### src/rtl/ftdi_fifo_burst_wr.sv
// Buffered burst writer for an FT245-style async FIFO: bytes are queued internally
// and drained one per write cycle while TXE# allows, with parameterised bus timing.
module ftdi_fifo_burst_wr #(
    parameter int DATA_W     = 8,
    parameter int DEPTH_LOG2 = 4,
    parameter int SETUP_CYC  = 1,
    parameter int STROBE_CYC = 2,
    parameter int HOLD_CYC   = 1,
    parameter int GAP_CYC    = 3
) (
    input  logic                  clk,
    input  logic                  rst,
    input  logic                  iWR_EN_n,
    input  logic [DATA_W-1:0]     iWR_DATA,
    output logic                  oFULL_n,
    output logic                  oEMPTY_n,
    output logic [DEPTH_LOG2:0]   oLEVEL,
    output logic                  oOVF,
    output logic                  oRUN_WR_n,
    output logic                  oDONE_WR_n,
    input  logic                  iFIFO_TXE_n,
    output logic                  oFIFO_WR,
    output logic [DATA_W-1:0]     oFIFO_DATA,
    output logic                  oFIFO_OE
);

    localparam int DEPTH = 2 ** DEPTH_LOG2;
    localparam logic [DEPTH_LOG2:0] FULL_LVL = {1'b1, {DEPTH_LOG2{1'b0}}};

    // Counter reload values: a state with N cycles loads N-1 and exits at zero.
    localparam logic [7:0] SETUP_LD  = 8'(SETUP_CYC - 1);
    localparam logic [7:0] STROBE_LD = 8'(STROBE_CYC - 1);
    localparam logic [7:0] HOLD_LD   = 8'(HOLD_CYC - 1);
    localparam logic [7:0] GAP_LD    = 8'(GAP_CYC - 1);

    typedef enum logic [2:0] {
        IDLE,
        SETUP,
        STROBE,
        HOLD,
        GAP
    } state_t;

    logic [DATA_W-1:0]     mem [DEPTH];
    logic [DEPTH_LOG2-1:0] wr_ptr;
    logic [DEPTH_LOG2-1:0] rd_ptr;
    logic [DEPTH_LOG2:0]   count;
    logic                  txe_meta;
    logic                  txe_s;
    state_t                state;
    logic [7:0]            cnt;
    logic                  pop;
    logic                  push;

    // A pop frees a slot in the same cycle, so a full buffer still accepts a push then.
    assign pop  = (state == IDLE) && (count != '0) && !txe_s;
    assign push = !iWR_EN_n && ((count != FULL_LVL) || pop);

    assign oFULL_n  = (count != FULL_LVL);
    assign oEMPTY_n = (count != '0);
    assign oLEVEL   = count;

    always_ff @(posedge clk or posedge rst) begin
        if (rst) begin
            txe_meta <= 1'b1;
            txe_s    <= 1'b1;
        end else begin
            txe_meta <= iFIFO_TXE_n;
            txe_s    <= txe_meta;
        end
    end

    always_ff @(posedge clk or posedge rst) begin
        if (rst) begin
            wr_ptr <= '0;
            rd_ptr <= '0;
            count  <= '0;
            oOVF   <= 1'b0;
        end else begin
            if (push) wr_ptr <= wr_ptr + 1'b1;
            if (pop)  rd_ptr <= rd_ptr + 1'b1;
            case ({push, pop})
                2'b10:   count <= count + 1'b1;
                2'b01:   count <= count - 1'b1;
                default: count <= count;
            endcase
            if (!iWR_EN_n && !push) oOVF <= 1'b1;
        end
    end

    always_ff @(posedge clk) begin
        if (push) mem[wr_ptr] <= iWR_DATA;
    end

    always_ff @(posedge clk or posedge rst) begin
        if (rst) begin
            state      <= IDLE;
            cnt        <= 8'd0;
            oRUN_WR_n  <= 1'b1;
            oDONE_WR_n <= 1'b1;
            oFIFO_WR   <= 1'b0;
            oFIFO_DATA <= '0;
            oFIFO_OE   <= 1'b0;
        end else begin
            oDONE_WR_n <= 1'b1;
            case (state)
                IDLE: begin
                    if (pop) begin
                        state      <= SETUP;
                        cnt        <= SETUP_LD;
                        oFIFO_DATA <= mem[rd_ptr];
                        oFIFO_OE   <= 1'b1;
                        oRUN_WR_n  <= 1'b0;
                    end
                end
                SETUP: begin
                    if (cnt == 8'd0) begin
                        state    <= STROBE;
                        cnt      <= STROBE_LD;
                        oFIFO_WR <= 1'b1;
                    end else begin
                        cnt <= cnt - 8'd1;
                    end
                end
                STROBE: begin
                    if (cnt == 8'd0) begin
                        state      <= HOLD;
                        cnt        <= HOLD_LD;
                        oFIFO_WR   <= 1'b0;
                        oDONE_WR_n <= 1'b0;
                    end else begin
                        cnt <= cnt - 8'd1;
                    end
                end
                HOLD: begin
                    if (cnt == 8'd0) begin
                        state    <= GAP;
                        cnt      <= GAP_LD;
                        oFIFO_OE <= 1'b0;
                    end else begin
                        cnt <= cnt - 8'd1;
                    end
                end
                GAP: begin
                    // TXE# is looked at again only once back in IDLE.
                    if (cnt == 8'd0) begin
                        state     <= IDLE;
                        oRUN_WR_n <= 1'b1;
                    end else begin
                        cnt <= cnt - 8'd1;
                    end
                end
                default: begin
                    state     <= IDLE;
                    oRUN_WR_n <= 1'b1;
                    oFIFO_WR  <= 1'b0;
                    oFIFO_OE  <= 1'b0;
                end
            endcase
        end
    end

endmodule

### config.mk
export PLATFORM = sky130hd
export DESIGN_NAME = ftdi_fifo_burst_wr
export DESIGN_NICKNAME = d
export VERILOG_FILES = /design/src/rtl/ftdi_fifo_burst_wr.sv
export SDC_FILE = /design/constraint.sdc
export NUM_CORES = 1
export LEC_CHECK = 0
export BUFFER_PORTS_ARGS = -buffer_cell sky130_fd_sc_hd__clkbuf_2
export CORE_MARGIN = 2
export CORE_UTILIZATION = 45
export CTS_CLUSTER_SIZE = 20
export DETAILED_ROUTE_END_ITERATION = 8
export SLEW_MARGIN = 20
export SYNTH_ARGS = -nofsm -noshare
export SYNTH_HDL_FRONTEND = slang
export SYNTH_SLANG_ARGS = --single-unit
### constraint.sdc
create_clock -name clk -period 2.9 [get_ports clk]
set_input_delay 0.29 -clock clk [delete_from_list [all_inputs] [get_ports clk]]
set_output_delay 0.29 -clock clk [all_outputs]
set_load 0.01 [all_outputs]
==> results of run 1 <==
==> registers in the layout, indices dropped and copies added (netlist names) <==
signal and cells:
mem 128, oLEVEL 5, oRUN_WR_n 1, oFIFO_WR 1
txe_meta 1, cnt 8, state 3, txe_s 1
oDONE_WR_n 1, oOVF 1, rd_ptr 4, oFIFO_DATA 8
wr_ptr 4, oFIFO_OE 1
==> layout by cell type (no fill, tap or decap), types with 10 or more instances in the layout <==
cell type                     n
sky130_fd_sc_hd__edfxtp_1   128
sky130_fd_sc_hd__mux2i_1     17
sky130_fd_sc_hd__o21ai_0     10
sky130_fd_sc_hd__dfrtp_1     34
sky130_fd_sc_hd__mux4_2      32
sky130_fd_sc_hd__and2_1      13
sky130_fd_sc_hd__buf_4       10
sky130_fd_sc_hd__ha_1        10
sky130_fd_sc_hd__nand2_1     32
sky130_fd_sc_hd__clkbuf_2    31
sky130_fd_sc_hd__clkbuf_16   17
sky130_fd_sc_hd__xnor2_1     10
sky130_fd_sc_hd__inv_1       15
sky130_fd_sc_hd__nor2_1      16
==> logic make-up after synthesis <==
family | count (synthesis) | synth area share
compound gates | 53 | 0.0611
xor+xnor | 10 | 0.0125
fa+ha+maj | 11 | 0.0207
buf+inv | 34 | 0.0207
flops | 167 | 0.687
mux | 51 | 0.130
simple gates | 90 | 0.0679
==> critical path: stages (launching register included) <==
cell and delay, ns:
sky130_fd_sc_hd__dfrtp_1 0.42, sky130_fd_sc_hd__or4_4 0.59, sky130_fd_sc_hd__o21a_4 0.26, sky130_fd_sc_hd__nand2_2 0.10, sky130_fd_sc_hd__inv_2 0.07, sky130_fd_sc_hd__ha_1 0.33
sky130_fd_sc_hd__nor2b_1 0.15, sky130_fd_sc_hd__o21a_1 0.20, sky130_fd_sc_hd__o21ai_0 0.23, sky130_fd_sc_hd__o31a_1 0.18, sky130_fd_sc_hd__o211ai_1 0.08
==> final cells by class <==
type,instances,area [um2]
Multi-Input combinational cell,215,2050
Clock inverter,13,193
Timing Repair Buffer,44,270
Tap cell,188,235
Inverter,16,60.1
Fill cell,1213,7140
Sequential cell,167,4830
Clock buffer,18,429
==> worst max-delay path by stage <==
stage / startpoint / endpoint / slack [ns]
6_report: oLEVEL[1] / oLEVEL[4] / 0.16
5_1_grt: oLEVEL[1] / oLEVEL[4] / 0.03
4_1_cts: oLEVEL[1] / oLEVEL[4] / 0.17
3_5_place_dp: oLEVEL[1] / oLEVEL[4] / 0.18
3_3_place_gp: oLEVEL[1] / oLEVEL[4] / 0.25
2_1_floorplan: oLEVEL[1] / oLEVEL[4] / 0.34
==> where the power goes <==
group	switching (uW)	internal (uW)	total (uW)	leakage, uW
clock	918	1450	2370	0.000299
sequential	274	3010	3290	0.00162
combinational	1320	1140	2470	0.000982
total	2520	5610	8120	0.00290
==> routing by layer <==
| metal | track usage | up-vias |
|---|---|---|
| met1 | 0.229 | 1839 |
| met3 | 0.0474 | 15 |
| met4 | 0.0620 | 0 |
| li1 | - | 1714 |
| met2 | 0.275 | 76 |
| met5 | 0 | - |
==> through the flow <==
stage / instances / total power [uW] / setup slack, ns
final: 661 / 8120 / 0.155
after global routing: 661 / 8570 / 0.0283
after CTS: 661 / 8210 / 0.168
after detailed placement: 628 / 5830 / 0.183
after global placement: 628 / 5770 / 0.255
after floorplan: 416 / 5110 / 0.337
==> impl_table.tex, run 1 <==
\begin{tabular}{lr}
\hline
Metric & Value \\
\hline
\multicolumn{2}{l}{\textbf{Status}} \\
Outcome & complete, no violations \\
\multicolumn{2}{l}{\textbf{Cells and area}} \\
Cell area after layout & 0.00807 mm2 \\
Ant diodes & 0 \\
Signed area change from the synthesized netlist to the final layout & 14.9\% \\
Post-layout nets & 484 \\
Layout cell share with drive strength beyond 1 & 0.258 \\
Final Core Density & 0.531 \\
\multicolumn{2}{l}{\textbf{Floorplan}} \\
Horizontal die dimension & approximately 130 um \\
DIE AREA & roughly 0.017 mm2 \\
Boundary pin count & 32 \\
Core Rows & 45 \\
Die Height & 129 um \\
Placeable core region & 0.0152 mm2 \\
Initial Utilization & 0.462 \\
\multicolumn{2}{l}{\textbf{Synth}} \\
Average cell area after synthesis & between 15 and 20 um2 \\
Most used flip-flop cell after synthesis & sky130\_fd\_sc\_hd\_\_edfxtp\_1 \\
Async set or reset register ratio after synthesis & 0.234 \\
Most used standard cells in the synthesized netlist & sky130\_fd\_sc\_hd\_\_edfxtp\_1, sky130\_fd\_sc\_hd\_\_dfrtp\_1, sky130\_fd\_sc\_hd\_\_mux4\_2, sky130\_fd\_sc\_hd\_\_nand2\_1, sky130\_fd\_sc\_hd\_\_mux2i\_1 \\
Part of the Yosys area used for sequential elements & 0.687 \\
Post-synth top area share & 0.547 \\
Cell variety after synth & 63 \\
Area of the mapped netlist & between 0.007 and 0.008 mm2 \\
Number of warnings printed during yosys synthesis & 0 \\
Flops \& latches, synth & roughly 170 \\
Most numerous cell in the Yosys netlist & sky130\_fd\_sc\_hd\_\_edfxtp\_1 \\
Number of nets in the synthesized netlist & approximately 440 \\
Most area-hungry cell type in the Yosys netlist & sky130\_fd\_sc\_hd\_\_edfxtp\_1 \\
Area contributors post-synth & sky130\_fd\_sc\_hd\_\_edfxtp\_1, sky130\_fd\_sc\_hd\_\_dfrtp\_1, sky130\_fd\_sc\_hd\_\_mux4\_2 \\
Gate count after technology mapping & 416 \\
Count of flip-flops with a built-in enable after synthesis & 128 \\
\multicolumn{2}{l}{\textbf{Clock network}} \\
Number of clock buffers inserted by TritonCTS & 17 \\
Clock insertion delay at the later pin of the skew report & about 0.43 ns \\
Clock-pin slew on the worst setup and hold paths & approximately 0.06 ns \\
Clock Sinks & 167 \\
CTS tree & built \\
Maximum clock path buffer count & 2 \\
Buffer type at the clock tree root & sky130\_fd\_sc\_hd\_\_clkbuf\_16 \\
Post-CTS setup buffer count & 0 \\
Count of cells resized by post-cts repair & 0 \\
H-tree levels & 4 \\
Cts hold-fix bufs & 2 \\
\multicolumn{2}{l}{\textbf{STA}} \\
Clock Skews & 0.00921 ns \\
Worst slew pin tran & slightly below 0.7 ns \\
Final setup violation count & 0 \\
Peak clock frequency supported by timing & 364 MHz \\
Count of final max-slew check failures & 0 \\
Part of the cycle the worst path needs & 0.946 \\
Final setup TNS & 0 ns \\
Slew headroom & 0.536 \\
Final critical delay including setup and external delays & roughly 2.7 ns \\
RSZ-0062 raised after global routing & no \\
Hold\_ws & about 0.27 ns \\
Hold Fails Final Rpt & 0 \\
\multicolumn{2}{l}{\textbf{Setup path}} \\
Setup slack of the most critical reg-to-reg path & between 0.15 and 0.2 ns \\
Crit start category & flop \\
Worst R2R Path Depth & 10 \\
Worst-path maximum fanout & 8 \\
Startpoint of the most critical register-to-register path & oLEVEL[1] \\
Critical register-to-register path endpoint & oLEVEL[4] \\
Category of the most critical setup path & reg -> reg \\
Worst Setup End Kind & flop \\
Required time at the worst-slack endpoint & about 3.2 ns \\
Data arrival time of the worst path & approximately 3.0 ns \\
\multicolumn{2}{l}{\textbf{Flow run}} \\
Count of maximum capacitance violations & 0 \\
\multicolumn{2}{l}{\textbf{Global routing}} \\
Initial antenna violation count & 0 \\
Maximum number of pins on one net before global-route repair & 40 \\
Global-route wire length before repair & between 20 and 25 mm \\
Overflow left after global routing & 0 \\
Vias in the first global route & between 3000 and 4000 \\
Total global routing track utilization & 0.172 \\
\multicolumn{2}{l}{\textbf{Place}} \\
Weighted congestion at the end of routability-driven global placement & about 0.81 \\
Total half-perimeter wirelength after legalization and detailed placement & 8.29 mm \\
Post-placement cell area & between 0.007 and 0.008 mm2 \\
Number of I/O port buffers & 31 \\
\multicolumn{2}{l}{\textbf{Drt}} \\
Routed met3 length & between 500 and 600 um \\
WL final & 13.1 mm \\
Antenna Nets Post-Route & 0 \\
Via count of the routed design & $\sim$3600 \\
M1 wire length & 5.86 mm \\
Number of DRC markers in iteration 0 & between 200 and 300 \\
Met2 WL post-DR & roughly 6.5 mm \\
Drt via density & $\sim$5.5 \\
Drt drc & 0 \\
DRT Pass-1 Iters & 4 \\
Top layer reached by signal wires & met4 \\
Routed wirelength normalized by instance count & just under 20 um \\
\multicolumn{2}{l}{\textbf{Power}} \\
Power per cell area & approximately 1000 mW/mm2 \\
Static leakage power & about 0.0029 uW \\
Worst ir drop on vdd & around 0.55 mV \\
\multicolumn{2}{l}{\textbf{Hold path}} \\
Type of the most critical hold path & in -> reg \\
Endpoint of the worst hold-timing path & mem[11][7] \\
Hold-critical path depth & 1 \\
Min-Delay Startpoint & iWR\_DATA[7] \\
\hline
\end{tabular}
Power figures use the tool's default switching activity.
==> run 2: changes to the inputs <==
CORE_ASPECT_RATIO = 1.4   (was not set)
==> run 2 against run 1 <==
Effect of this change:
- via count up 2.1%
- global-route usage down 0.074 points
- clock-buffer cell count up 1
- design area down 0.22%
- hold slack better by 0.031 ns
- critical path depth down 1
- worst setup slack better by 0.070 ns
- highest routed layer unchanged
- combinational power about the same
- total power down 1.9%
==> impl_table.tex, run 2 (synthesized netlist as in run 1, its figures left out) <==
\begin{tabular}{lr}
\hline
Metric & Value \\
\hline
\multicolumn{2}{l}{\textbf{STA}} \\
Final critical delay including setup and external delays & about 2.7 ns \\
Final setup TNS & 0 ns \\
Final setup violation count & 0 \\
RSZ-0062 raised after global routing & no \\
Peak clock frequency supported by timing & approximately 370 MHz \\
Slew headroom & 0.558 \\
Count of final max-slew check failures & 0 \\
Part of the cycle the worst path needs & 0.922 \\
Hold\_ws & around 0.30 ns \\
Clock Skews & 0.0139 ns \\
Worst slew pin tran & 0.663 ns \\
Hold Fails Final Rpt & 0 \\
\multicolumn{2}{l}{\textbf{Clock network}} \\
Clock Sinks & approximately 170 \\
Clock insertion delay at the later pin of the skew report & between 0.4 and 0.5 ns \\
H-tree levels & 4 \\
CTS tree & built \\
Post-CTS setup buffer count & 0 \\
Number of clock buffers inserted by TritonCTS & 17 \\
Clock-pin slew on the worst setup and hold paths & around 0.070 ns \\
Maximum clock path buffer count & 2 \\
Buffer type at the clock tree root & sky130\_fd\_sc\_hd\_\_clkbuf\_16 \\
\multicolumn{2}{l}{\textbf{Setup path}} \\
Critical-path top delay cell & sky130\_fd\_sc\_hd\_\_or4\_4 \\
Worst R2R Path Depth & 9 \\
Data arrival time of the worst path & 2.95 ns \\
Worst Setup End Kind & flop \\
Required time at the worst-slack endpoint & 3.18 ns \\
CP Cell Sequence & or4\_4 -> o21a\_4 -> nand2\_2 -> inv\_2 -> ha\_1 -> nor2b\_1 -> o21a\_1 -> o311ai\_1 -> o211ai\_1 \\
Startpoint of the most critical register-to-register path & oLEVEL[1] \\
Critical register-to-register path endpoint & oLEVEL[4] \\
Crit start category & flop \\
CP delay by family, top & compound AO/OA/AOI/OAI gates \\
Setup slack of the most critical reg-to-reg path & about 0.23 ns \\
Category of the most critical setup path & reg -> reg \\
Combined buffer and inverter count along the critical path & 1 \\
Number of gates on the worst path with buffers counted & 9 \\
Delay contributed by the slowest stage of the critical path & around 0.60 ns \\
Worst-path maximum fanout & 8 \\
\multicolumn{2}{l}{\textbf{Floorplan}} \\
Initial Utilization & 0.456 \\
Die Height & 152 um \\
Placeable core region & 0.0154 mm2 \\
DIE AREA & between 0.015 and 0.02 mm2 \\
Boundary pin count & 32 \\
Core Rows & 54 \\
Horizontal die dimension & between 100 and 150 um \\
\multicolumn{2}{l}{\textbf{Drt}} \\
Routed wirelength normalized by instance count & 19.8 um \\
Number of DRC markers in iteration 0 & approximately 250 \\
DRT Pass-1 Iters & 4 \\
Drt via density & between 5 and 6 \\
Antenna Nets Post-Route & 0 \\
Via count of the routed design & roughly 3700 \\
Drt drc & 0 \\
WL final & $\sim$13 mm \\
\multicolumn{2}{l}{\textbf{Hold path}} \\
Min-Delay Startpoint & iWR\_EN\_n \\
Type of the most critical hold path & in -> reg \\
Hold-critical path depth & 4 \\
Endpoint of the worst hold-timing path & oLEVEL[4] \\
\multicolumn{2}{l}{\textbf{Cells and area}} \\
Layout cell share with drive strength beyond 1 & 0.263 \\
Final Core Density & 0.522 \\
Number of flip-flops in the largest register & about 130 \\
Post-layout nets & 486 \\
Top flop regs & mem (128), cnt (8), oFIFO\_DATA (8) \\
Signed area change from the synthesized netlist to the final layout & 14.6\% \\
Ant diodes & 0 \\
Most common cell after layout, fill and taps aside & sky130\_fd\_sc\_hd\_\_edfxtp\_1 \\
Top reg by flops & mem \\
Most frequent cells in the layout & sky130\_fd\_sc\_hd\_\_edfxtp\_1, sky130\_fd\_sc\_hd\_\_dfrtp\_1, sky130\_fd\_sc\_hd\_\_nand2\_1, sky130\_fd\_sc\_hd\_\_mux4\_2, sky130\_fd\_sc\_hd\_\_clkbuf\_2 \\
\multicolumn{2}{l}{\textbf{Global routing}} \\
Global-route wire length before repair & around 21 mm \\
Overflow left after global routing & 0 \\
Vias in the first global route & between 3000 and 4000 \\
Total global routing track utilization & 0.171 \\
Maximum number of pins on one net before global-route repair & 40 \\
Initial antenna violation count & 0 \\
\multicolumn{2}{l}{\textbf{Power}} \\
Power per cell area & roughly 990 mW/mm2 \\
Overall power consumption & 7970 uW \\
Worst ir drop on vdd & between 0.4 and 0.5 mV \\
Static leakage power & approximately 0.0029 uW \\
\multicolumn{2}{l}{\textbf{Place}} \\
Number of I/O port buffers & 31 \\
Weighted congestion at the end of routability-driven global placement & roughly 0.76 \\
Total half-perimeter wirelength after legalization and detailed placement & between 8 and 9 mm \\
\multicolumn{2}{l}{\textbf{Flow run}} \\
Count of maximum capacitance violations & 0 \\
\multicolumn{2}{l}{\textbf{Status}} \\
Outcome & complete, no violations \\
\hline
\end{tabular}
==> run 2: cell types whose count changed in the layout (fill, tap and decap cells not counted), sizes merged <==
cell	change
clkbuf	+1
bufinv	-2
buf	+2
clkinvlp	+2
==> run 2: metrics by stage <==
| stage | instances | cell area [um2] | worst slack (ns) |
|---|---|---|---|
| after CTS | 672 | 8050 | 0.147 |
| final | 672 | 8050 | 0.225 |
| after floorplan | 416 | 7020 | 0.337 |
| after global placement | 638 | 7450 | 0.247 |
| after detailed placement | 638 | 7450 | 0.161 |
| after global routing | 672 | 8050 | 0.0641 |
==> run 2: how the worst max path moves through the flow <==
stage              start        end
6_report       oLEVEL[1]  oLEVEL[4]
3_3_place_gp   oLEVEL[1]  oLEVEL[4]
4_1_cts        oLEVEL[1]  oLEVEL[4]
5_1_grt        oLEVEL[1]  oLEVEL[4]
2_1_floorplan  oLEVEL[1]  oLEVEL[4]
3_5_place_dp   oLEVEL[1]  oLEVEL[4]
==> run 2: area by class of cell <==
type                    count  area, um2
multi-input cells         215       2050
clock inverters            13        146
repair buffers             46        285
flip-flops and latches    167       4830
inverters                  16       60.1
fillers                  1291       7360
clock buffers              19        433
well taps                 196        245
==> run 2: layer usage <==
| metal | up-vias | wire length [um] | GRT usage |
|---|---|---|---|
| li1 | 1706 | - | - |
| met5 | - | 0 | 0 |
| met4 | 0 | 108 | 0.0585 |
| met1 | 1942 | 5230 | 0.200 |
| met3 | 4 | 463 | 0.0292 |
| met2 | 67 | 7480 | 0.311 |
==> run 2: timing repair <==
| item | in CTS | in global routing |
|---|---|---|
| resized for setup | 0 | 2 |
| setup endpoints to repair | 0 | 1 |
| hold buffers | 2 | 0 |
| hold endpoints to repair | 8 | 0 |
==> run 2: where the power goes <==
group / total, uW / leakage (uW) / internal [uW] / switching (uW)
Sequential: 3310 / 0.00162 / 3010 / 304
Combinational: 2450 / 0.000993 / 1150 / 1300
Clock: 2200 / 0.000273 / 1280 / 919
==> run 2: worst reg2reg max path, stage by stage, from the launching register on <==
cell and delay, ns:
sky130_fd_sc_hd__dfrtp_1 0.43, sky130_fd_sc_hd__or4_4 0.60, sky130_fd_sc_hd__o21a_4 0.26, sky130_fd_sc_hd__nand2_2 0.10, sky130_fd_sc_hd__inv_2 0.07, sky130_fd_sc_hd__ha_1 0.32, sky130_fd_sc_hd__nor2b_1 0.15, sky130_fd_sc_hd__o21a_1 0.21
sky130_fd_sc_hd__o311ai_1 0.28, sky130_fd_sc_hd__o211ai_1 0.13
==> run 3: changes to the inputs <==
GPL_TIMING_DRIVEN = 0   (was not set)
==> run 3 against run 2 <==
Effect of this change:
- non-clock buffer count up 8
- wire length is 4.8% higher
- register-to-register slack lost 0.02 ns
- clock power is essentially flat
- core utilization grew 0.22 points
- fmax is 0.92% lower
- die area did not move
- hold slack worse by 0.037 ns
- combinational power rose by 4%
- sequential share of layout area shrank 0.27 points
- global-route usage is 0.92 points higher
- critical endpoint unchanged
- largest cell class unchanged
==> impl_table.tex, run 3 (synthesized netlist as in run 1, its figures left out) <==
\begin{tabular}{lr}
\hline
Metric & Value \\
\hline
\multicolumn{2}{l}{\textbf{Clock network}} \\
H-tree levels & 4 \\
Buffer type at the clock tree root & sky130\_fd\_sc\_hd\_\_clkbuf\_16 \\
CTS tree & built \\
Clock insertion delay at the later pin of the skew report & 0.42 ns \\
Number of clock buffers inserted by TritonCTS & 17 \\
Clock-pin slew on the worst setup and hold paths & 0.07 ns \\
Maximum clock path buffer count & 2 \\
Clock Sinks & 167 \\
\multicolumn{2}{l}{\textbf{STA}} \\
Clock Skews & approximately 0.013 ns \\
Worst slew pin tran & slightly above 0.8 ns \\
Hold Fails Final Rpt & 0 \\
Slew headroom & 0.459 \\
Peak clock frequency supported by timing & 370 MHz \\
Final setup TNS & 0 ns \\
Count of final max-slew check failures & 0 \\
Hold\_ws & 0.261 ns \\
Part of the cycle the worst path needs & 0.931 \\
Final setup violation count & 0 \\
Final critical delay including setup and external delays & between 2 and 3 ns \\
RSZ-0062 raised after global routing & no \\
\multicolumn{2}{l}{\textbf{Power}} \\
Worst ir drop on vdd & between 0.4 and 0.5 mV \\
Fraction of power spent switching nets & 0.338 \\
Comb pwr share & 0.317 \\
Power per cell area & between 900 and 1000 mW/mm2 \\
Relative contribution of sequential cells to total power & 0.406 \\
Switching pwr & 2720 uW \\
Clock power share & 0.276 \\
Static leakage power & roughly 0.0029 uW \\
Internal power & approximately 5300 uW \\
\multicolumn{2}{l}{\textbf{Global routing}} \\
Initial antenna violation count & 0 \\
Global-route wire length before repair & about 22 mm \\
Vias in the first global route & between 3000 and 4000 \\
Maximum number of pins on one net before global-route repair & 23 \\
Overflow left after global routing & 0 \\
Total global routing track utilization & 0.180 \\
\multicolumn{2}{l}{\textbf{Hold path}} \\
Type of the most critical hold path & in -> reg \\
\multicolumn{2}{l}{\textbf{Status}} \\
Outcome & complete, no violations \\
\multicolumn{2}{l}{\textbf{Place}} \\
Total half-perimeter wirelength after legalization and detailed placement & approximately 10 mm \\
Number of I/O port buffers & 31 \\
Weighted congestion at the end of routability-driven global placement & between 0.7 and 0.8 \\
\multicolumn{2}{l}{\textbf{Drt}} \\
Number of DRC markers in iteration 0 & 288 \\
Drt drc & 0 \\
Via count of the routed design & 3744 \\
Drt via density & 5.51 \\
DRT Pass-1 Iters & 4 \\
Antenna Nets Post-Route & 0 \\
Routed wirelength normalized by instance count & 20.5 um \\
WL final & 13.9 mm \\
\multicolumn{2}{l}{\textbf{Setup path}} \\
Data arrival time of the worst path & approximately 3.0 ns \\
Worst-path maximum fanout & 8 \\
Worst Setup End Kind & flop \\
Required time at the worst-slack endpoint & 3.20 ns \\
CP Cell Sequence & or4\_4 -> o21a\_4 -> nand2\_2 -> inv\_2 -> ha\_1 -> nor2b\_1 -> o21a\_1 -> o21ai\_1 -> o31a\_1 -> o211ai\_1 \\
Crit start category & flop \\
Delay contributed by the slowest stage of the critical path & about 0.60 ns \\
Category of the most critical setup path & reg -> reg \\
Critical-path top delay cell & sky130\_fd\_sc\_hd\_\_or4\_4 \\
\multicolumn{2}{l}{\textbf{Cells and area}} \\
Top reg by flops & mem \\
Signed area change from the synthesized netlist to the final layout & 15.1\% \\
Ant diodes & 0 \\
Most frequent cells in the layout & sky130\_fd\_sc\_hd\_\_edfxtp\_1, sky130\_fd\_sc\_hd\_\_dfrtp\_1, sky130\_fd\_sc\_hd\_\_nand2\_1, sky130\_fd\_sc\_hd\_\_mux4\_2, sky130\_fd\_sc\_hd\_\_clkbuf\_2 \\
Number of flip-flops in the largest register & 128 \\
Layout cell share with drive strength beyond 1 & 0.267 \\
Post-layout nets & roughly 490 \\
Top flop regs & mem (128), cnt (8), oFIFO\_DATA (8) \\
Most common cell after layout, fill and taps aside & sky130\_fd\_sc\_hd\_\_edfxtp\_1 \\
\multicolumn{2}{l}{\textbf{Floorplan}} \\
Boundary pin count & 32 \\
Initial Utilization & 0.456 \\
Horizontal die dimension & approximately 110 um \\
Placeable core region & 0.0154 mm2 \\
Core Rows & 54 \\
DIE AREA & between 0.015 and 0.02 mm2 \\
Die Height & 152 um \\
\multicolumn{2}{l}{\textbf{Flow run}} \\
Count of maximum capacitance violations & 0 \\
\hline
\end{tabular}
-- run 3: cell types whose count changed in the layout (fill, tap and decap cells not counted), sizes merged --
cell,change
clkbuf,+7
inv,+8
buf,-1
bufinv,-2
clkinvlp,-4
-- run 3: final cells by class --
class                   instances  area [um2]
flip-flops and latches        167        4820
clock buffers                  17         425
inverters                      16        60.1
plain buffers                  18        85.1
repair buffers                 36         218
multi-input cells             215        2060
well taps                     196         245
fillers                      1269        7320
clock inverters                15         164
-- run 3: timing repair --
item | CTS | global route
endpoints found under the setup margin | 0 | 65
resized for setup | 0 | 5
setup buffers | 0 | 2
hold buffers | 2 | 0
endpoints found under the hold margin | 18 | 0
-- run 3: layer usage --
metal	wire length (um)	GRT usage	up-vias
met5	0	0	-
met4	258	0.0639	0
met3	437	0.0399	19
met2	7770	0.323	71
met1	5460	0.209	1934
li1	-	-	1720
-- run 3: path summary, 6_finish.rpt --
| check | cells after the start | slack, ns | from | to |
|---|---|---|---|---|
| max | 10 | 0.20 | oLEVEL[1] | oLEVEL[4] |
| min | 4 | 0.26 | iWR_EN_n | oLEVEL[4] |
| max reg2reg | 10 | 0.20 | oLEVEL[1] | oLEVEL[4] |
| min reg2reg | 0 | 0.37 | txe_meta | txe_s |
| max in group asynchronous | 4 | 1.95 | rst | oDONE_WR_n |
| min in group asynchronous | 3 | 0.41 | rst | cnt[2] |
-- run 3: per-stage QoR --
| stage | instance area [um2] | std cells | utilization | setup WS [ns] | power [uW] |
|---|---|---|---|---|---|
| global route | 8080 | 680 | 0.525 | 0.0541 | 8490 |
| detailed placement | 7450 | 644 | 0.484 | 0.0633 | 5890 |
| floorplan | 7020 | 416 | - | 0.337 | 5110 |
| finish | 8080 | 680 | 0.525 | 0.200 | 8040 |
| global placement | 7420 | 643 | 0.482 | 0.0656 | 5800 |
| CTS | 8060 | 678 | 0.523 | 0.0371 | 8120 |
-- run 3: power groups by stage --
stage               registers, uW  logic [uW]  clock network [uW]
finish                       3270        2550                2220
global route                 3310        2820                2360
CTS                          3270        2590                2260
detailed placement           3320        2580                   0
global placement             3290        2510                   0
floorplan                    3300        1820                   0
-- run 3: critical path: cells and delay by family (launching register included) --
family	cells	cell delay [ns]
AND/OR/NAND/NOR	3	0.86
adder cells (fa/ha/maj)	1	0.32
buffers and inverters	1	0.07
AO/OA/AOI/OAI	5	0.90
flip-flops	1	0.43
